===== src/rtl/decode_pkg.sv =====
// Shared RV32I decode constants: ALU control codes (also used by the ALU),
// opcodes, source-A select encodings and the decoded-entry record.
package decode_pkg;

  localparam logic [4:0] ALU_ADD  = 5'b00000;
  localparam logic [4:0] ALU_SUB  = 5'b01000;
  localparam logic [4:0] ALU_SLL  = 5'b00001;
  localparam logic [4:0] ALU_SLTS = 5'b00010;
  localparam logic [4:0] ALU_SLTU = 5'b00011;
  localparam logic [4:0] ALU_XOR  = 5'b00100;
  localparam logic [4:0] ALU_SRL  = 5'b00101;
  localparam logic [4:0] ALU_SRA  = 5'b01101;
  localparam logic [4:0] ALU_OR   = 5'b00110;
  localparam logic [4:0] ALU_AND  = 5'b00111;
  localparam logic [4:0] ALU_EQ   = 5'b11000;
  localparam logic [4:0] ALU_NE   = 5'b11001;
  localparam logic [4:0] ALU_LTS  = 5'b11100;
  localparam logic [4:0] ALU_GES  = 5'b11101;
  localparam logic [4:0] ALU_LTU  = 5'b11110;
  localparam logic [4:0] ALU_GEU  = 5'b11111;

  localparam logic [6:0] OPC_OP     = 7'b0110011;
  localparam logic [6:0] OPC_OPIMM  = 7'b0010011;
  localparam logic [6:0] OPC_LUI    = 7'b0110111;
  localparam logic [6:0] OPC_AUIPC  = 7'b0010111;
  localparam logic [6:0] OPC_LOAD   = 7'b0000011;
  localparam logic [6:0] OPC_STORE  = 7'b0100011;
  localparam logic [6:0] OPC_BRANCH = 7'b1100011;
  localparam logic [6:0] OPC_JAL    = 7'b1101111;
  localparam logic [6:0] OPC_JALR   = 7'b1100111;

  localparam logic [1:0] SRCA_RS1  = 2'b00;
  localparam logic [1:0] SRCA_PC   = 2'b01;
  localparam logic [1:0] SRCA_ZERO = 2'b10;

  typedef struct packed {
    logic [4:0]  alu;
    logic [1:0]  srca;
    logic        srcb;
    logic [31:0] imm;
    logic [4:0]  rs1;
    logic [4:0]  rs2;
    logic [4:0]  rd;
    logic        we_reg;
    logic        mem_req;
    logic        mem_we;
    logic [2:0]  mem_size;
    logic        branch;
    logic        jal;
    logic        jalr;
    logic        illegal;
  } dec_t;

endpackage


===== src/rtl/decode_if.sv =====
// Fetch-side and execute-side handshake bus of the decode stage.
interface decode_if #(parameter int XLEN = 32);
  logic            in_valid;
  logic            in_ready;
  logic [XLEN-1:0] instr_i;
  logic [XLEN-1:0] pc_i;
  logic            out_valid;
  logic            out_ready;
  logic [4:0]      Upr_ALU;
  logic [1:0]      srcA_sel;
  logic            srcB_sel;
  logic [XLEN-1:0] imm_o;
  logic [4:0]      rs1_o;
  logic [4:0]      rs2_o;
  logic [4:0]      rd_o;
  logic [XLEN-1:0] pc_o;
  logic            we_reg;
  logic            mem_req;
  logic            mem_we;
  logic [2:0]      mem_size;
  logic            branch;
  logic            jal;
  logic            jalr;
  logic            illegal_o;

  modport master (
    output in_valid, instr_i, pc_i, out_ready,
    input  in_ready, out_valid, Upr_ALU, srcA_sel, srcB_sel, imm_o,
           rs1_o, rs2_o, rd_o, pc_o, we_reg, mem_req, mem_we, mem_size,
           branch, jal, jalr, illegal_o
  );

  modport slave (
    input  in_valid, instr_i, pc_i, out_ready,
    output in_ready, out_valid, Upr_ALU, srcA_sel, srcB_sel, imm_o,
           rs1_o, rs2_o, rd_o, pc_o, we_reg, mem_req, mem_we, mem_size,
           branch, jal, jalr, illegal_o
  );
endinterface


===== src/rtl/instr_decoder.sv =====
// Combinational RV32I decoder: instruction word to ALU code, selects,
// immediate, register indices and control-flow / memory class.
module instr_decoder
  import decode_pkg::*;
(
    input  logic [31:0] instr,
    output dec_t        dec
);

    logic [6:0] opc;
    logic [2:0] f3;
    logic [6:0] f7;
    logic signed [31:0] imm_i, imm_s, imm_b, imm_u, imm_j;

    assign opc = instr[6:0];
    assign f3  = instr[14:12];
    assign f7  = instr[31:25];

    assign imm_i = {{20{instr[31]}}, instr[31:20]};
    assign imm_s = {{20{instr[31]}}, instr[31:25], instr[11:7]};
    assign imm_b = {{19{instr[31]}}, instr[31], instr[7], instr[30:25], instr[11:8], 1'b0};
    assign imm_u = {instr[31:12], 12'b0};
    assign imm_j = {{11{instr[31]}}, instr[31], instr[19:12], instr[20], instr[30:21], 1'b0};

    always_comb begin
        dec      = '0;
        dec.alu  = ALU_ADD;
        dec.srca = SRCA_RS1;
        dec.rs1  = instr[19:15];
        dec.rs2  = instr[24:20];
        dec.rd   = instr[11:7];
        unique case (opc)
            OPC_OP: begin
                dec.alu     = {1'b0, instr[30], f3};
                dec.we_reg  = 1'b1;
                dec.illegal = !((f7 == 7'b0000000) ||
                                (f7 == 7'b0100000 && (f3 == 3'b000 || f3 == 3'b101)));
            end
            OPC_OPIMM: begin
                dec.alu    = {1'b0, (f3 == 3'b101) & instr[30], f3};
                dec.srcb   = 1'b1;
                dec.we_reg = 1'b1;
                dec.imm    = imm_i;
                // Shifts carry a zero-extended shamt; funct7 only selects SRLI/SRAI.
                if (f3 == 3'b001 || f3 == 3'b101) begin
                    dec.imm     = {27'b0, instr[24:20]};
                    dec.illegal = (f3 == 3'b001) ? (f7 != 7'b0000000)
                                                 : !(f7 == 7'b0000000 || f7 == 7'b0100000);
                end
            end
            OPC_LUI: begin
                dec.srca   = SRCA_ZERO;
                dec.srcb   = 1'b1;
                dec.imm    = imm_u;
                dec.we_reg = 1'b1;
            end
            OPC_AUIPC: begin
                dec.srca   = SRCA_PC;
                dec.srcb   = 1'b1;
                dec.imm    = imm_u;
                dec.we_reg = 1'b1;
            end
            OPC_LOAD: begin
                dec.srcb     = 1'b1;
                dec.imm      = imm_i;
                dec.mem_req  = 1'b1;
                dec.we_reg   = 1'b1;
                dec.mem_size = f3;
                dec.illegal  = (f3 == 3'b011) || (f3 == 3'b110) || (f3 == 3'b111);
            end
            OPC_STORE: begin
                dec.srcb     = 1'b1;
                dec.imm      = imm_s;
                dec.mem_req  = 1'b1;
                dec.mem_we   = 1'b1;
                dec.mem_size = f3;
                dec.illegal  = f3[2] || (f3 == 3'b011);
            end
            OPC_BRANCH: begin
                dec.alu     = {2'b11, f3};
                dec.imm     = imm_b;
                dec.branch  = 1'b1;
                dec.illegal = (f3 == 3'b010) || (f3 == 3'b011);
            end
            OPC_JAL: begin
                dec.srca   = SRCA_PC;
                dec.srcb   = 1'b1;
                dec.imm    = imm_j;
                dec.jal    = 1'b1;
                dec.we_reg = 1'b1;
            end
            OPC_JALR: begin
                dec.srcb    = 1'b1;
                dec.imm     = imm_i;
                dec.jalr    = 1'b1;
                dec.we_reg  = 1'b1;
                dec.illegal = (f3 != 3'b000);
            end
            default: dec.illegal = 1'b1;
        endcase
        if (instr[1:0] != 2'b11) dec.illegal = 1'b1;
        // Illegal entries travel down the pipe but must not cause any side effect.
        if (dec.illegal) begin
            dec.alu     = ALU_ADD;
            dec.we_reg  = 1'b0;
            dec.mem_req = 1'b0;
            dec.mem_we  = 1'b0;
            dec.branch  = 1'b0;
            dec.jal     = 1'b0;
            dec.jalr    = 1'b0;
        end
    end

endmodule


===== src/rtl/decode_stage.sv =====
// Registered RV32I decode stage: one-entry output register with
// valid/ready handshake, backpressure and flush.
module decode_stage
  import decode_pkg::*;
#(
    parameter int XLEN          = 32,
    parameter bit RESET_ILLEGAL = 1'b0
) (
    input  logic     clk,
    input  logic     rst,
    input  logic     flush,
    decode_if.slave  bus
);

    dec_t            dec_p0;
    dec_t            dec_p1;
    logic [XLEN-1:0] pc_p1;
    logic            vld_p1;
    logic            load_p0;

    instr_decoder u_dec (
        .instr (bus.instr_i),
        .dec   (dec_p0)
    );

    assign bus.in_ready = !vld_p1 | bus.out_ready;
    assign load_p0      = bus.in_valid & bus.in_ready;

    // p0 -> p1: decoded entry register
    always_ff @(posedge clk) begin
        if (rst) begin
            vld_p1 <= 1'b0;
            dec_p1 <= '0;
            pc_p1  <= '0;
        end else if (flush) begin
            vld_p1 <= 1'b0;
        end else if (load_p0) begin
            vld_p1 <= 1'b1;
            dec_p1 <= dec_p0;
            pc_p1  <= bus.pc_i;
        end else if (bus.out_ready) begin
            vld_p1 <= 1'b0;
        end
    end

    assign bus.out_valid = vld_p1;
    assign bus.Upr_ALU   = dec_p1.alu;
    assign bus.srcA_sel  = dec_p1.srca;
    assign bus.srcB_sel  = dec_p1.srcb;
    assign bus.imm_o     = dec_p1.imm;
    assign bus.rs1_o     = dec_p1.rs1;
    assign bus.rs2_o     = dec_p1.rs2;
    assign bus.rd_o      = dec_p1.rd;
    assign bus.pc_o      = pc_p1;
    assign bus.we_reg    = dec_p1.we_reg;
    assign bus.mem_req   = dec_p1.mem_req;
    assign bus.mem_we    = dec_p1.mem_we;
    assign bus.mem_size  = dec_p1.mem_size;
    assign bus.branch    = dec_p1.branch;
    assign bus.jal       = dec_p1.jal;
    assign bus.jalr      = dec_p1.jalr;
    assign bus.illegal_o = vld_p1 ? dec_p1.illegal : RESET_ILLEGAL;

endmodule


===== src/flat_wrapper.sv =====
// flat-port wrapper written by rule: the top's interface ports become plain ports
module decode_stage_flat import decode_pkg::*;
#(
    parameter int XLEN          = 32,
    parameter bit RESET_ILLEGAL = 1'b0
)
  (clk, rst, flush, bus_in_valid, bus_instr_i, bus_pc_i, bus_out_ready, bus_in_ready, bus_out_valid, bus_Upr_ALU, bus_srcA_sel, bus_srcB_sel, bus_imm_o, bus_rs1_o, bus_rs2_o, bus_rd_o, bus_pc_o, bus_we_reg, bus_mem_req, bus_mem_we, bus_mem_size, bus_branch, bus_jal, bus_jalr, bus_illegal_o);
  decode_if #(.XLEN(XLEN)) bus_i ();
  input  logic clk;
  input  logic rst;
  input  logic flush;
  input wire logic [$bits(bus_i.in_valid)-1:0] bus_in_valid;
  input wire logic [$bits(bus_i.instr_i)-1:0] bus_instr_i;
  input wire logic [$bits(bus_i.pc_i)-1:0] bus_pc_i;
  input wire logic [$bits(bus_i.out_ready)-1:0] bus_out_ready;
  output wire logic [$bits(bus_i.in_ready)-1:0] bus_in_ready;
  output wire logic [$bits(bus_i.out_valid)-1:0] bus_out_valid;
  output wire logic [$bits(bus_i.Upr_ALU)-1:0] bus_Upr_ALU;
  output wire logic [$bits(bus_i.srcA_sel)-1:0] bus_srcA_sel;
  output wire logic [$bits(bus_i.srcB_sel)-1:0] bus_srcB_sel;
  output wire logic [$bits(bus_i.imm_o)-1:0] bus_imm_o;
  output wire logic [$bits(bus_i.rs1_o)-1:0] bus_rs1_o;
  output wire logic [$bits(bus_i.rs2_o)-1:0] bus_rs2_o;
  output wire logic [$bits(bus_i.rd_o)-1:0] bus_rd_o;
  output wire logic [$bits(bus_i.pc_o)-1:0] bus_pc_o;
  output wire logic [$bits(bus_i.we_reg)-1:0] bus_we_reg;
  output wire logic [$bits(bus_i.mem_req)-1:0] bus_mem_req;
  output wire logic [$bits(bus_i.mem_we)-1:0] bus_mem_we;
  output wire logic [$bits(bus_i.mem_size)-1:0] bus_mem_size;
  output wire logic [$bits(bus_i.branch)-1:0] bus_branch;
  output wire logic [$bits(bus_i.jal)-1:0] bus_jal;
  output wire logic [$bits(bus_i.jalr)-1:0] bus_jalr;
  output wire logic [$bits(bus_i.illegal_o)-1:0] bus_illegal_o;
  assign bus_i.in_valid = bus_in_valid;
  assign bus_i.instr_i = bus_instr_i;
  assign bus_i.pc_i = bus_pc_i;
  assign bus_i.out_ready = bus_out_ready;
  assign bus_in_ready = bus_i.in_ready;
  assign bus_out_valid = bus_i.out_valid;
  assign bus_Upr_ALU = bus_i.Upr_ALU;
  assign bus_srcA_sel = bus_i.srcA_sel;
  assign bus_srcB_sel = bus_i.srcB_sel;
  assign bus_imm_o = bus_i.imm_o;
  assign bus_rs1_o = bus_i.rs1_o;
  assign bus_rs2_o = bus_i.rs2_o;
  assign bus_rd_o = bus_i.rd_o;
  assign bus_pc_o = bus_i.pc_o;
  assign bus_we_reg = bus_i.we_reg;
  assign bus_mem_req = bus_i.mem_req;
  assign bus_mem_we = bus_i.mem_we;
  assign bus_mem_size = bus_i.mem_size;
  assign bus_branch = bus_i.branch;
  assign bus_jal = bus_i.jal;
  assign bus_jalr = bus_i.jalr;
  assign bus_illegal_o = bus_i.illegal_o;
  decode_stage #(.XLEN(XLEN), .RESET_ILLEGAL(RESET_ILLEGAL)) u_core (.clk(clk), .rst(rst), .flush(flush), .bus(bus_i));
endmodule

===== config.mk =====
export PLATFORM = sky130hd
export DESIGN_NAME = decode_stage_flat
export DESIGN_NICKNAME = d
export VERILOG_FILES = /design/src/rtl/decode_pkg.sv /design/src/rtl/decode_if.sv /design/src/rtl/instr_decoder.sv /design/src/rtl/decode_stage.sv /design/src/flat_wrapper.sv
export SDC_FILE = /design/constraint.sdc
export NUM_CORES = 1
export LEC_CHECK = 0
export ABC_CLOCK_PERIOD_IN_PS = 2100
export BUFFER_PORTS_ARGS = -buffer_cell sky130_fd_sc_hd__buf_2
export CORE_MARGIN = 8
export CORE_UTILIZATION = 49
export CTS_CLUSTER_SIZE = 40
export DETAILED_ROUTE_END_ITERATION = 8
export PLACE_DENSITY_LB_ADDON = 0.3
export SYNTH_ARGS = -nofsm -noshare
export SYNTH_HDL_FRONTEND = slang
export SYNTH_SLANG_ARGS = --single-unit

===== constraint.sdc =====
create_clock -name clk -period 2.1 [get_ports clk]
set_clock_uncertainty 0.1 [all_clocks]
set_input_delay 0.315 -clock clk [delete_from_list [all_inputs] [get_ports clk]]
set_output_delay 0.315 -clock clk [all_outputs]
set_load 0.005 [all_outputs]

### Yosys cells after proc, flatten, opt, wreduce, memory -nomap -nowiden

Index checks and enable logic that the tools add are counted.

* bits in registers: 98
* bits of input ports: 69
* output and inout bits: 99
* logic and storage cells: 86

* equality and inequality tests: 17
* mux-type cells: 22
* bitwise operators: 4
* reductions and logical operators: 26

Operators with widths (count)
* $pmux W32 S6: 1
* $mux W32: 1
* $eq A7 B6 Y1 const B: 4
* $eq A7 B7 Y1 const B: 3
* $pmux W5 S3: 1
* $eq A7 B5 Y1 const B: 2
* $reduce_or A7 Y1: 2
* $mux W1: 13
* $reduce_or A2 Y1: 5
* $eq A3 B3 Y1 const B: 3
* $mux W3: 3
* $logic_or A1 B1 Y1: 8
* $eq A7 B2 Y1 const B: 1
* $logic_not A7 Y1: 1
* $pmux W1 S7: 1
* $reduce_bool A7 Y1: 1
* $eq A3 B2 Y1 const B: 2
* $mux W5: 1
* $pmux W2 S2: 1
* $eq A3 B1 Y1 const B: 1
* $logic_not A1 Y1: 3
* $logic_not A3 Y1: 1
* $reduce_bool A3 Y1: 1
* $reduce_or A3 Y1: 1
* other kinds (7): 8

### Longest topological paths before layout

* word-level depth: 8
* mapped depth: 7
* gate-level depth less buffers: 6

### Cells and area by module

Synthesis repeated with hierarchy kept, for this count alone.

* cell total of the unflattened synthesis: 635
* area total of the unflattened synthesis: 5819.3 sq um

By module, submodules not included
* decode_stage: instances 1, cells each 484, area an instance 4807.1 sq um, seq. area each 1961.9 sq um
* instr_decoder: instances 1, cells each 151, area an instance 1012.2 sq um, seq. area each 0.0 sq um

### Worst setup path after synthesis

Ideal clock, no wire load.

* path type: input -> register
* from: in bus_instr_i[6]
* to: reg u_core.dec_p1, in the netlist u_core.bus.imm_o[12]
* library setup time: 0.060 ns
* arrival time: 1.803 ns
* required time: 1.940 ns
* path slack: 0.137 ns
* stages on the path: 6
* path buffers: 1
* cell sequence: nor2b_1 > or4_4 > a211oi_4 > and3_1 > buf_4 > a221o_1

* longest elaborated chain between the ends: 3
* elaborated cells between the ends (all ways): 11
* classes of those cells: eq/ne: 8; mux: 1; reduce/logical: 2

RTL lines
* start: declaration: line flat_wrapper.sv:13 `input wire logic [$bits(bus_i.instr_i)-1:0] bus_instr_i;`
* $eq A7 B7 Y1, or another cell as far along: line instr_decoder.sv:32 `unique case (opc)`
* $reduce_or A2 Y1 (no line)
* $pmux W32 S6 (*): line instr_decoder.sv:32
* end signal: assignment: line decode_stage.sv:39 `dec_p1 <= dec_p0;`
* end: declaration: line decode_stage.sv:16 `dec_t dec_p1;`

Every way passes the cells marked *; elsewhere a longest branch is shown, timed or not.
A chain may end at the register's enable or synchronous reset.

### Worst setup path after layout

* from: reg u_core.vld_p1, in the netlist u_core.bus.out_valid
* to: reg u_core.dec_p1, in the netlist u_core.bus.branch

* longest elaborated chain between the ends: 4

RTL lines
* start: declaration: line decode_stage.sv:18 `logic vld_p1;`
* start signal: assignment: line decode_stage.sv:32 `vld_p1 <= 1'b0;`
* start signal: assignment: line decode_stage.sv:36 `vld_p1 <= 1'b0;`
* start signal: assignment: line decode_stage.sv:38 `vld_p1 <= 1'b1;`
* $logic_not A1 Y1: line decode_stage.sv:26 `assign bus.in_ready = !vld_p1 | bus.out_ready;`
* $or A1 B1 Y1: line decode_stage.sv:26
* $and A1 B1 Y1: line decode_stage.sv:27 `assign load_p0 = bus.in_valid & bus.in_ready;`
* $reduce_and A2 Y1 (no line)

No other way between the ends.

==> impl_metrics.env <==
export IMPL_status="complete, no violations"
export IMPL_cts_tree="built"
export IMPL_avgSynthCellArea_um2=8.39
export IMPL_rsz0062_at_grt="false"
export IMPL_cts_buffers=9
export IMPL_fp_dieW_um=111
export IMPL_critical_path_required_ns=2.27
export IMPL_ys_seq_area_frac=0.446
export IMPL_multi_input_area_um2=1850
export IMPL_viasPerCell=5.38
export IMPL_min_period_ns=1.93
export IMPL_drt_wl_total_mm=13.2
export IMPL_drtPass1Iterations=4
export IMPL_synth_most_common_cell="nand2_1"
export IMPL_power_density_nw_per_um2=666
export IMPL_placed_area_um2=5170
export IMPL_overflow=0
export IMPL_drc_errors=0
export IMPL_crit_path_end_kind="flop"
export IMPL_portBuffers=167
export IMPL_ys_seq_elements=98
export IMPL_grt_max_degree=68
export IMPL_cts_sinks=98
export IMPL_vias=4109
export IMPL_yosys_top_cells_count="nand2_1 (124), dfxtp_1 (98), a21oi_1 (59), buf_4 (59), clkbuf_1 (25)"
export IMPL_syn_inst=524
export IMPL_cts_htree_levels=3
export IMPL_yosysTopAreaCell="dfxtp_1"
export IMPL_timing_setup_tns_ns=0
export IMPL_root_buffer="clkbuf_8"
export IMPL_synth_top_family_by_area="simple AND/OR/NAND/NOR gates"
export IMPL_ys_types=52
export IMPL_maxCapViolations=0
export IMPL_hold_worst_slack_ns=0.0678
export IMPL_worst_slew_pin_slew_ns=0.715
export IMPL_first_global_vias=4095
export IMPL_final_area_um2=5380
export IMPL_initial_core_util=0.504
export IMPL_power_leakage_nw=2.49
export IMPL_synth_compound_area_share=0.204
export IMPL_yosys_area_share_simple=0.211
export IMPL_wl_per_cell_um=17.3
export IMPL_path_class="reg2reg"
export IMPL_clk_pin_slew_ns=0.11
export IMPL_synth_xor_area_share=0.00199
export IMPL_track_usage=0.206
export IMPL_cts_buffer_depth=2
export IMPL_seq_area_um2=1960
export IMPL_period_share=0.919
export IMPL_final_antenna_net_count=0
export IMPL_die_height_um=111
export IMPL_grt_pass1_wl_mm=21.1
export IMPL_fin_util=0.617
export IMPL_cp_max_fo=6
export IMPL_cp_arrival_ns=2.10
export IMPL_muxShareOfSynthArea=0.00256
export IMPL_dp_hpwl_mm=10.2
export IMPL_setup_viol=0
export IMPL_clk_latency_ns=0.36
export IMPL_row_count=34
export IMPL_final_net_count=720
export IMPL_synth_top_flop_cell="dfxtp_1"
export IMPL_syn_to_final_growth_pct=22.4
export IMPL_peakVddDrop_mv=0.355
export IMPL_synth_top_area_frac=0.446
export IMPL_synth_adder_area_share=0
export IMPL_maxSlewHeadroom=0.524
export IMPL_hold_class="in2reg"
export IMPL_slew_violations=0
export IMPL_netlist_area_um2=4400
export IMPL_dieArea_um2=12300
export IMPL_core_um2=8720
export IMPL_cts_hold_fix_buffers=0
export IMPL_ios=168
export IMPL_gp_congestion=0.956
export IMPL_crit_path_start_kind="flop"
export IMPL_first_iter_violations=228
export IMPL_antenna_found_initial=0
export IMPL_synth_area_leaders="dfxtp_1 (45%), nand2_1 (11%), buf_4 (10%), a21oi_1 (6.7%), a22oi_1 (2.4%)"
export IMPL_syn_nets=593
export IMPL_nFillCells=765
export IMPL_final_hold_viol_count=0
export IMPL_fmax_mhz=518
export IMPL_layout_drive_gt1_share=0.357
export IMPL_synthArstFlopShare=0
export IMPL_synth_edf_count=0
export IMPL_diodes=0
export IMPL_synth_warnings=0
## logic make-up (layout without fill, tap and decap cells)
logic type,count (synthesis),in the layout
compound gates,126,126
mux,1,1
flops,98,98
simple gates,201,201
buf+inv,97,229
xor+xnor,1,1
## metrics by stage
stage	power [mW]	instances	worst slack (ns)
6_report	3.58	764	0.169
5_1_grt	3.73	764	0.0375
4_1_cts	3.61	762	0.0666
3_5_place_dp	2.43	746	-0.0349
3_3_place_gp	2.42	746	0.0231
2_1_floorplan	2.21	524	0.137
## critical path, stage by stage (launching register included)
cell and delay [ns]:
dfxtp_1 0.33, nor2b_1 0.16, inv_1 0.10, nand3b_1 0.25
buf_4 0.27, nor2_1 0.29, nand2_1 0.13, o31ai_1 0.22
## report_power, final
group / total, mW / internal (mW) / switching, mW
clock network: 1.19 / 0.487 / 0.704
logic: 0.458 / 0.197 / 0.262
registers: 1.93 / 1.91 / 0.0241
total: 3.58 / 2.59 / 0.990
## final cells by class
| class | count | area share |
|---|---|---|
| clock inverters | 6 | 0.0114 |
| clock buffers | 10 | 0.0256 |
| multi-input cells | 329 | 0.344 |
| repair buffers | 207 | 0.225 |
| well taps | 108 | 0.0251 |
| flip-flops and latches | 98 | 0.365 |
| inverters | 6 | 0.00419 |
## metal layers
metal	track usage	vias up	share of wire
li1	-	2024	-
met1	0.247	1908	0.44
met2	0.326	147	0.46
met3	0.0666	30	0.072
met4	0.0919	0	0.031
met5	0	-	0
## worst paths after layout
kind / start / to / slack, ns / cells past startpoint
worst min-delay path: bus_pc_i[3] / u_core.bus.pc_o[3] / 0.07 / 3
worst max-delay path: u_core.bus.out_valid / u_core.bus.branch / 0.17 / 7
worst min register to register: u_core.bus.pc_o[8] / u_core.bus.pc_o[8] / 0.36 / 2
worst max register to register: u_core.bus.out_valid / u_core.bus.branch / 0.17 / 7
## timing repair
action | in CTS | in global routing
endpoints found under the setup margin | 0 | 13
setup buffers | 0 | 2
gates resized for setup | 0 | 0
## cell usage in the layout, fill, tap and decap left out, types with 2 or more instances in the layout
master | netlist | final
a2111oi_4 | 2 | 2
a211oi_1 | 3 | 3
a21oi_1 | 59 | 59
a221o_1 | 8 | 8
a221oi_1 | 4 | 4
a22oi_1 | 14 | 14
a2bb2oi_1 | 2 | 2
a31oi_1 | 2 | 2
a32o_1 | 9 | 9
a32oi_1 | 2 | 2
and2_1 | 5 | 5
and3_1 | 3 | 3
buf_12 | 0 | 6
buf_2 | 4 | 167
buf_4 | 59 | 34
clkbuf_8 | 0 | 10
clkinv_4 | 0 | 3
dfxtp_1 | 98 | 98
inv_1 | 6 | 6
nand2_1 | 124 | 124
nand2b_1 | 3 | 3
nand3_1 | 6 | 6
nand3b_1 | 3 | 3
nand4_1 | 6 | 6
nand4b_1 | 2 | 2
nor2_1 | 21 | 20
nor2b_1 | 7 | 7
nor3_1 | 10 | 10
nor4b_1 | 2 | 2
o21ai_0 | 5 | 5
o31ai_1 | 5 | 5
No activity file was read; power rests on OpenSTA's default activity.
